--- config.mk ---
export PLATFORM = sky130hd
export DESIGN_NAME = imem_loader
export DESIGN_NICKNAME = d
export VERILOG_FILES = /design/src/rtl/loader_pkg.sv /design/src/rtl/byte_packer.sv /design/src/rtl/imem_loader_checker.sv /design/src/rtl/imem_loader.sv
export SDC_FILE = /design/constraint.sdc
export NUM_CORES = 1
export LEC_CHECK = 0
export ABC_AREA = 1
export CORE_UTILIZATION = 40
export DETAILED_ROUTE_END_ITERATION = 12
export HOLD_SLACK_MARGIN = 0.08
export PLACE_DENSITY = 0.7
export SLEW_MARGIN = 20
export SYNTH_ARGS = -nofsm -noshare
export SYNTH_HDL_FRONTEND = slang
export SYNTH_SLANG_ARGS = --single-unit
export TNS_END_PERCENT = 10
--- constraint.sdc ---
create_clock -name clk -period 3.7 [get_ports clk]
set_input_delay 0.555 -clock clk [delete_from_list [all_inputs] [get_ports clk]]
set_output_delay 0.555 -clock clk [all_outputs]
set_load 0.03 [all_outputs]
--- src/rtl/loader_pkg.sv ---
// Shared types and constants for the boot-time instruction-memory loader.
// The lane helper places one byte into its little-endian position of a word.
package loader_pkg;

    typedef enum logic [2:0] {
        ST_IDLE  = 3'd0,
        ST_LOAD  = 3'd1,
        ST_WRITE = 3'd2,
        ST_START = 3'd3,
        ST_DONE  = 3'd4,
        ST_ERR   = 3'd5
    } loader_state_t;

    localparam int unsigned WORD_BYTES = 4;
    localparam int unsigned ADDR_STEP  = 4;
    localparam int unsigned LANE_W     = 2;

    function automatic logic [31:0] lane_insert(
        input logic [31:0]       word,
        input logic [LANE_W-1:0] lane,
        input logic [7:0]        data
    );
        logic [31:0] res;
        res = word;
        case (lane)
            2'd0:    res[7:0]   = data;
            2'd1:    res[15:8]  = data;
            2'd2:    res[23:16] = data;
            2'd3:    res[31:24] = data;
            default: res        = word;
        endcase
        return res;
    endfunction

endpackage

--- src/rtl/byte_packer.sv ---
// Little-endian byte-to-word assembler: each load fills the next byte lane.
// Unfilled lanes stay zero, so a short final word is zero-padded.
module byte_packer
    import loader_pkg::*;
(
    input  logic        clk,
    input  logic        rst_n,
    input  logic        clear_i,
    input  logic        load_i,
    input  logic [7:0]  data_i,
    output logic        word_empty_o,
    output logic        word_full_o,
    output logic [31:0] word_next_o
);

    logic [LANE_W-1:0] lane_q;
    logic [LANE_W-1:0] lane_d;
    logic [31:0]       word_q;
    logic [31:0]       word_d;

    // Next lane and buffer contents; clear takes priority over a load.
    always_comb begin
        word_next_o = lane_insert(word_q, lane_q, data_i);
        lane_d      = lane_q;
        word_d      = word_q;
        if (clear_i) begin
            lane_d = {LANE_W{1'b0}};
            word_d = 32'h0000_0000;
        end else if (load_i) begin
            lane_d = lane_q + LANE_W'(1);
            word_d = word_next_o;
        end else begin
            lane_d = lane_q;
            word_d = word_q;
        end
    end

    // Lane counter and assembly register.
    always_ff @(posedge clk or negedge rst_n) begin
        if (!rst_n) begin
            lane_q <= {LANE_W{1'b0}};
            word_q <= 32'h0000_0000;
        end else begin
            lane_q <= lane_d;
            word_q <= word_d;
        end
    end

    // word_full_o means the byte presented now completes the word.
    assign word_full_o  = (lane_q == LANE_W'(WORD_BYTES - 1));
    assign word_empty_o = (lane_q == {LANE_W{1'b0}});

endmodule

--- src/rtl/imem_loader_checker.sv ---
// Protocol properties of the loader's output side, observed from its ports only.
module imem_loader_checker #(
    parameter int unsigned DEPTH = 256,
    parameter int unsigned AW    = 32,
    parameter int unsigned WCW   = 9
) (
    input logic           clk,
    input logic           rst_n,
    input logic           we_i,
    input logic [AW-1:0]  addr_i,
    input logic           start_i,
    input logic           busy_i,
    input logic           ready_i,
    input logic           error_i,
    input logic [WCW-1:0] words_i
);

    a_we_single: assert property (@(posedge clk) disable iff (!rst_n) we_i |=> !we_i)
        else $error("imem_loader: write enable held longer than one cycle");

    a_we_state: assert property (@(posedge clk) disable iff (!rst_n) we_i |-> (busy_i && !ready_i))
        else $error("imem_loader: write outside the write phase");

    a_start_single: assert property (@(posedge clk) disable iff (!rst_n) start_i |=> !start_i)
        else $error("imem_loader: start held longer than one cycle");

    a_start_state: assert property (@(posedge clk) disable iff (!rst_n) start_i |-> (!busy_i && !ready_i && !we_i))
        else $error("imem_loader: start while loading");

    a_err_state: assert property (@(posedge clk) disable iff (!rst_n) error_i |-> (!busy_i && !ready_i))
        else $error("imem_loader: error flag while accepting");

    a_addr_align: assert property (@(posedge clk) disable iff (!rst_n) addr_i[1:0] == 2'b00)
        else $error("imem_loader: unaligned address");

    a_words_bound: assert property (@(posedge clk) disable iff (!rst_n) words_i <= WCW'(DEPTH))
        else $error("imem_loader: word count beyond depth");

endmodule

--- src/rtl/imem_loader.sv ---
// Boot loader: packs a byte stream into 32-bit words, writes them to consecutive
// instruction-memory addresses, then pulses start to release the processor.
module imem_loader
    import loader_pkg::*;
#(
    parameter int unsigned DEPTH = 256,
    parameter int unsigned AW    = 32
) (
    input  logic                   clk,
    input  logic                   rst,
    input  logic                   in_valid,
    input  logic [7:0]             in_data,
    input  logic                   in_last,
    output logic                   in_ready,
    input  logic                   reload,
    output logic                   we_IM,
    output logic [AW-1:0]          addr_IM,
    output logic [31:0]            wdata_IM,
    output logic                   start,
    output logic                   busy,
    output logic                   error,
    output logic [$clog2(DEPTH):0] words
);

    localparam int unsigned WCW = $clog2(DEPTH) + 1;

    loader_state_t  state_q;
    logic           we_q;
    logic           start_q;
    logic           error_q;
    logic           last_q;
    logic [AW-1:0]  addr_q;
    logic [31:0]    wdata_q;
    logic [WCW-1:0] words_q;

    logic        in_ready_s;
    logic        busy_s;
    logic        hs_s;
    logic        overflow_s;
    logic        pk_load_s;
    logic        pk_clear_s;
    logic        complete_s;
    logic        rearm_s;
    logic        word_empty_s;
    logic        word_full_s;
    logic [31:0] word_next_s;

    // State decode and handshake qualification; overflow is a word-opening byte at full depth.
    always_comb begin
        in_ready_s = (state_q == ST_IDLE) || (state_q == ST_LOAD);
        busy_s     = (state_q == ST_LOAD) || (state_q == ST_WRITE);
        hs_s       = in_valid && in_ready_s;
        overflow_s = hs_s && (state_q == ST_LOAD) && word_empty_s && (words_q == WCW'(DEPTH));
        pk_load_s  = hs_s && !overflow_s;
        complete_s = pk_load_s && (in_last || word_full_s);
        rearm_s    = reload && ((state_q == ST_DONE) || (state_q == ST_ERR));
        pk_clear_s = (state_q == ST_WRITE) || rearm_s;
    end

    byte_packer u_packer (
        .clk          (clk),
        .rst_n        (rst),
        .clear_i      (pk_clear_s),
        .load_i       (pk_load_s),
        .data_i       (in_data),
        .word_empty_o (word_empty_s),
        .word_full_o  (word_full_s),
        .word_next_o  (word_next_s)
    );

    // Loader FSM with its address/word counters and registered outputs.
    always_ff @(posedge clk or negedge rst) begin
        if (!rst) begin
            state_q <= ST_IDLE;
            we_q    <= 1'b0;
            start_q <= 1'b0;
            error_q <= 1'b0;
            last_q  <= 1'b0;
            addr_q  <= {AW{1'b0}};
            wdata_q <= 32'h0000_0000;
            words_q <= {WCW{1'b0}};
        end else begin
            we_q    <= 1'b0;
            start_q <= 1'b0;
            case (state_q)
                ST_IDLE, ST_LOAD: begin
                    if (overflow_s) begin
                        error_q <= 1'b1;
                        state_q <= ST_ERR;
                    end else if (complete_s) begin
                        we_q    <= 1'b1;
                        wdata_q <= word_next_s;
                        last_q  <= in_last;
                        state_q <= ST_WRITE;
                    end else if (hs_s) begin
                        state_q <= ST_LOAD;
                    end
                end
                ST_WRITE: begin
                    addr_q  <= addr_q + AW'(ADDR_STEP);
                    words_q <= words_q + WCW'(1);
                    if (last_q) begin
                        start_q <= 1'b1;
                        state_q <= ST_START;
                    end else begin
                        state_q <= ST_LOAD;
                    end
                end
                ST_START: begin
                    state_q <= ST_DONE;
                end
                ST_DONE, ST_ERR: begin
                    if (rearm_s) begin
                        addr_q  <= {AW{1'b0}};
                        words_q <= {WCW{1'b0}};
                        error_q <= 1'b0;
                        last_q  <= 1'b0;
                        state_q <= ST_IDLE;
                    end
                end
                default: begin
                    state_q <= ST_IDLE;
                end
            endcase
        end
    end

    assign in_ready = in_ready_s;
    assign busy     = busy_s;
    assign we_IM    = we_q;
    assign addr_IM  = addr_q;
    assign wdata_IM = wdata_q;
    assign start    = start_q;
    assign error    = error_q;
    assign words    = words_q;

    imem_loader_checker #(
        .DEPTH (DEPTH),
        .AW    (AW),
        .WCW   (WCW)
    ) u_checker (
        .clk     (clk),
        .rst_n   (rst),
        .we_i    (we_q),
        .addr_i  (addr_q),
        .start_i (start_q),
        .busy_i  (busy_s),
        .ready_i (in_ready_s),
        .error_i (error_q),
        .words_i (words_q)
    );

endmodule

==> flow_summary.yaml, run 1 <==
finish:
  syn_to_final_growth_pct: 21.8
  stdcell_count: 1013
  layout_common_cells: "239 x nand2_1, 112 x dfrtp_1, 95 x inv_1"
  drive_gt1_share_pct: 9.12
  final_common_cell: "nand2_1"
  multi_input_area_um2: 2520
  final_area_um2: 7150
  finalNetCount: 848
  seqCellArea_um2: 2800
  fin_util_pct: 50.7
  n_antenna_cell: 0
  fill_cells: 1340
timing:
  final-setup-viol-count: 0
  fin_crit_ns: 2.43
  maxSlewHeadroom_pct: 45.0
  final_max_slew_viol_count: 0
  finClkSkew_ns: 0.0143
  fin_crit_sh_pct: 65.7
  hold_viol_final: 0
  hold-worst-slack_ns: 0.273
  grt_setup_unrepaired: "no"
  tightest_slew_ns: 0.824
  setup_ws_ns: 1.27
  finalSetupTns_ns: 0
  fmax_mhz: 412
floorplanning:
  dieArea_um2: 15200
  coreArea_um2: 14100
  rows: 43
  start_util_pct: 41.6
  io_pins: 91
  dieWidth_um: 123
  die_y_um: 123
grt:
  grt_pass1_vias: 4562
  grt.total_usage_pct: 18.7
  grt_overflow_total: 0
  grt_max_degree: 65
  grt_pass1_wl_um: 22100
  antenna_found_initial: 0
setup_path:
  cpLargestDelayFamily: "buffers and inverters"
  r2r_cells: 9
  endpoint_kind: "primary output"
  worstSetupPathType: "reg2out"
  path_max_fanout: 8
  cp.required_ns: 3.14
  r2r_end: "wdata_IM[20]"
  crit_cells: 4
  critical_path_buf_inv_count: 2
  r2r-start: "u_packer.lane_q[0]"
  start_kind: "flip-flop"
  crit_chain: "inv_2, nand3_2, nand2_1, clkdlybuf4s50_1"
  reg2reg_slack_ns: 1.36
  arrival_ns: 1.87
  crit_slowest_cell: "clkdlybuf4s50_1"
  max_stage_delay_ns: 0.68
synthesis:
  ys_seq_area_share_pct: 47.8
  yosysWarningCount: 0
  async_flop_share_pct: 100
  postSynthCellCount: 748
  synth_ff_type: "dfrtp_1"
  synth-edff-count: 0
  synth.cell_area_um2: 5870
  syn_area_per_cell_um2: 7.85
  yosysUniqueCellTypes: 34
  synth_seq_cells: 112
cts:
  cts_setup_buffers: 0
  cts_tree: "yes"
  ctsResizeCount: 0
  htreeDepth: 3
  cts_root_buf: "clkbuf_16"
  cts_hold_buf: 0
  clk_pin_slew_ns: 0.08
  clock_latency_ns: 0.36
  clock-sinks: 112
  cts_buffers: 9
  cts_buffer_depth: 2
route:
  vias: 4880
  drtIter0Drc: 293
  wl_per_cell_um: 13.3
  ant_nets: 0
  first_pass_iters: 4
  drc_errors: 0
  vias_per_cell: 4.82
  postRouteWirelength_um: 13500
power_and_ir_drop:
  total_leakage_power_nw: 3.17
  ir_drop_mv: 0.359
  finalPower_mw: 5.45
  power.density_nw_per_um2: 762
placement:
  port_buffers: 88
  place_congestion: 0.875
  post-place-ws_ns: 1.20
  hpwl_um: 9490
  place_area_um2: 6850
  post-place-cells: 997
status:
  status: "complete, no violations"
job:
  max_cap_viol_count: 0
worst_hold_path:
  holdCritPathClass: "in2async"
-- area by class of cell --
type / count / area share, %
Sequential cell: 112 / 39.2
Multi-Input combinational cell: 510 / 35.3
Timing Repair Buffer: 92 / 12.7
Inverter: 103 / 5.41
Clock buffer: 9 / 3.15
Tap cell: 180 / 3.15
Clock inverter: 7 / 1.10
-- kinds of logic after synthesis --
logic type                 Yosys count  share of synthesized area [%]
adders and majority gates            7                           1.49
xor gates and xnor gates             1                          0.149
AOI/OAI and AO/OA                  119                           13.3
and+or+nand+nor                    381                           27.9
buffers and inverters              127                           9.34
DFF                                112                           47.8
other                                1                         0.0639
-- sequential cells by signal, indices dropped and copies added (netlist names) --
register,cells
last_q,1
we_IM,1
start,1
words,9
u_packer.word_q,32
error,1
addr_IM,30
state_q,3
u_packer.lane_q,2
wdata_IM,32
-- cells in the mapped netlist, types with 2 or more instances --
master | n | area share (%)
nor2_1 | 72 | 4.6
o21ai_0 | 52 | 4.4
nand3_1 | 22 | 1.9
and3_1 | 2 | 0.21
dfrtp_1 | 112 | 48
inv_2 | 8 | 0.51
nand2_2 | 3 | 0.32
buf_6 | 6 | 1.2
nand3_2 | 4 | 0.68
nand4_1 | 12 | 1.3
nor2_2 | 3 | 0.32
a21oi_1 | 15 | 1.3
inv_1 | 95 | 6.1
ha_1 | 7 | 1.5
nand3_4 | 2 | 0.60
o21ai_2 | 13 | 1.9
buf_4 | 4 | 0.51
nand2_4 | 2 | 0.38
o21ai_1 | 18 | 1.5
buf_2 | 9 | 0.77
clkbuf_1 | 5 | 0.32
o22ai_2 | 17 | 3.6
nand2_1 | 239 | 15
nor2_4 | 2 | 0.38
nor3_1 | 13 | 1.1
nor3b_1 | 3 | 0.38
-- worst max-delay path by stage --
stage                       start                  end  slack [ns]
3_5_place_dp               reload  u_packer.word_q[19]        1.20
2_1_floorplan          addr_IM[2]          addr_IM[20]        2.02
5_1_grt        u_packer.lane_q[0]         wdata_IM[27]        1.10
4_1_cts                state_q[2]                 busy        1.26
3_3_place_gp               reload  u_packer.word_q[20]        1.22
6_report               state_q[2]                 busy        1.27
-- routing by layer --
metal	vias to the layer above	GRT usage [%]	wire, um
met4	0	5.80	218
li1	2519	-	-
met3	19	3.69	637
met1	2238	26.0	6500
met2	104	29.4	6100
met5	-	0	0
-- power by group --
group | switching, mW | internal (mW)
combinational | 1.64 | 0.920
clock | 0.508 | 0.487
sequential | 0.266 | 1.63
No activity file was read; power rests on OpenSTA's default activity.
==> inputs of run 2 (changes only) <==
--- a/config.mk
+++ b/config.mk
@@ -9,7 +9,7 @@
 export CORE_UTILIZATION = 40
 export DETAILED_ROUTE_END_ITERATION = 12
 export HOLD_SLACK_MARGIN = 0.08
-export PLACE_DENSITY = 0.7
+export PLACE_DENSITY = 0.73
 export SLEW_MARGIN = 20
 export SYNTH_ARGS = -nofsm -noshare
 export SYNTH_HDL_FRONTEND = slang
==> constraint.sdc (replaced) <==
create_clock -name clk -period 2.1 [get_ports clk]
set_input_delay 0.315 -clock clk [delete_from_list [all_inputs] [get_ports clk]]
set_output_delay 0.315 -clock clk [all_outputs]
set_load 0.03 [all_outputs]
==> run 2 against run 1 <==
  * Clock power increased by 90%
  * Combinational power up 84%
  * Flip-flop and latch count did not move
  * Non-clock buffer count increased by 9
  * Critical endpoint is now addr_IM[2]
  * Critical path depth fell by 3
  * Sequential power up 76%
  * Clock-buffer cell count increased by 3
  * Final cell count is 0.89% higher
  * Sequential share of layout area is 0.83 points lower
  * Routed wire length is 2.0% higher
  * Clock skew fell by 0.0059 ns
  * Largest power group unchanged
  * Via count grew 1.8%
==> flow_summary.yaml, run 2 (synthesis results as in run 1) <==
setup_path:
  r2r_end: "wdata_IM[7]"
  cp.required_ns: 1.78
  arrival_ns: 1.57
  r2r_cells: 9
  endpoint: "addr_IM[2]"
  endpoint_kind: "primary output"
  crit_cells: 1
  startpoint: "addr_IM[2]"
  cpLargestDelayFamily: "buffers and inverters"
  max_stage_delay_ns: 0.73
  r2r-start: "words[0]"
  worstSetupPathType: "reg2out"
  path_max_fanout: 6
  critical_path_buf_inv_count: 1
  start_kind: "flip-flop"
  crit_slowest_cell: "clkdlybuf4s50_1"
  crit_chain: "clkdlybuf4s50_1"
  reg2reg_slack_ns: 0.31
timing:
  final-setup-viol-count: 0
  fin_crit_ns: 1.89
  finalSetupTns_ns: 0
  finClkSkew_ns: 0.00844
  final_max_slew_viol_count: 0
  hold_viol_final: 0
  fmax_mhz: 530
  fin_crit_sh_pct: 89.9
  grt_setup_unrepaired: "no"
  tightest_slew_ns: 0.526
  setup_ws_ns: 0.213
  maxSlewHeadroom_pct: 64.9
job:
  max_cap_viol_count: 0
cts:
  clock_latency_ns: 0.36
  cts_tree: "yes"
  htreeDepth: 3
  cts_setup_buffers: 0
  clock-sinks: 112
  cts_root_buf: "clkbuf_16"
  cts_buffers: 9
  cts_buffer_depth: 2
  clk_pin_slew_ns: 0.07
grt:
  grt_overflow_total: 0
  grt.total_usage_pct: 19.5
  grt_max_degree: 59
  antenna_found_initial: 0
  grt_use_met1_pct: 26.8
  gr-usage-met2_pct: 30.6
  grt-busiest-layer: "met2"
  grt_pass1_vias: 4621
  use_met3_pct: 3.51
  grt_pass1_wl_um: 23000
power_and_ir_drop:
  ir_drop_mv: 0.802
  p_sw_mw: 4.21
  power.density_nw_per_um2: 1360
  pwr-share-seq_pct: 33.6
  p_int_mw: 5.75
  p_clk_share_pct: 19.0
  total_leakage_power_nw: 3.25
  sw_frac_of_total_pct: 42.3
  comb_power_share_pct: 47.4
finish:
  n_antenna_cell: 0
  finalNetCount: 857
  final_common_cell: "nand2_1"
  fin_util_pct: 51.8
  drive_gt1_share_pct: 9.86
  stdcell_count: 1022
  layout_common_cells: "239 x nand2_1, 112 x dfrtp_1, 95 x inv_1"
  syn_to_final_growth_pct: 24.4
route:
  vias_per_cell: 4.86
  postRouteWirelength_um: 13700
  drtIter0Drc: 289
  ant_nets: 0
  first_pass_iters: 5
  wl_per_cell_um: 13.4
  drc_errors: 0
  vias: 4970
status:
  status: "complete, no violations"
placement:
  post-place-ws_ns: 0.205
  post-place-cells: 1005
  port_buffers: 88
  place_congestion: 0.868
  hpwl_um: 9780
floorplanning:
  coreArea_um2: 14100
  rows: 43
  io_pins: 91
  dieArea_um2: 15200
  dieWidth_um: 123
  die_y_um: 123
  start_util_pct: 41.6
worst_hold_path:
  holdCritPathClass: "in2async"
run 2: cell count changes in the layout (fill, tap and decap cells not counted), moves of 2 or more:
cell | before | now
clkdlybuf4s50_1 | 87 | 85
buf_4 | 5 | 9
buf_12 | 0 | 4
bufinv_16 | 0 | 2
inv_8 | 4 | 0
dlymetal6s2s_1 | 0 | 2
clkbuf_8 | 0 | 2
run 2: metal layers:
metal	vias up	routed length, um	part of all wire, %
met5	-	0	0
met4	0	208	1.5
met3	13	577	4.2
met2	99	6390	47
met1	2323	6540	48
li1	2535	-	-
run 2: cell type report:
cell class / instances / area [um^2]
Tap cell: 180 / 225
Sequential cell: 112 / 2800
Multi-Input combinational cell: 510 / 2520
Clock buffer: 12 / 256
Fill cell: 1314 / 6790
Timing Repair Buffer: 101 / 1030
Clock inverter: 4 / 76.3
Inverter: 103 / 387
run 2: stage by stage:
step                      area, um^2  hold slack, ns  total power, mW
final                           7300           0.341             9.96
after global routing            7300           0.358             10.6
after CTS                       7300           0.337             10.1
after detailed placement        6960           0.176             8.12
after global placement          6960           0.176             8.02
after floorplan                 5870          0.0194             6.50
run 2: how the worst min path moves through the flow:
stage          start           to  slack, ns  depth (start not counted)
2_1_floorplan    rst  addr_IM[10]       0.02                          0
3_3_place_gp     rst  addr_IM[16]       0.18                          1
3_5_place_dp     rst  addr_IM[16]       0.18                          1
4_1_cts          rst  addr_IM[25]       0.34                          2
5_1_grt          rst  addr_IM[16]       0.36                          2
6_report         rst  addr_IM[16]       0.34                          2
run 2: worst reg2reg max path: stages, from the launching register on:
cell and delay (ns):
dfrtp_1 0.43, inv_1 0.12, ha_1 0.19, nand3_1 0.09, nor2_1 0.13, nand2_2 0.14
nand3_4 0.12, buf_4 0.31, nand2_1 0.10, o21ai_1 0.09
run 2: power by group through the flow:
stage | Sequential (mW) | Clock, mW | Combinational (mW)
finish | 3.35 | 1.89 | 4.72
global route | 3.44 | 2.01 | 5.18
CTS | 3.35 | 1.94 | 4.77
detailed placement | 3.38 | 0 | 4.74
global placement | 3.37 | 0 | 4.65
floorplan | 4.13 | 0 | 2.37
run 2: timing repair:
| item | CTS | global route |
|---|---|---|
| gates resized for setup | 0 | 2 |
| endpoints found under the hold margin | 16 | 0 |
| hold buffers | 1 | 0 |
| endpoints found under the setup margin | 0 | 2 |
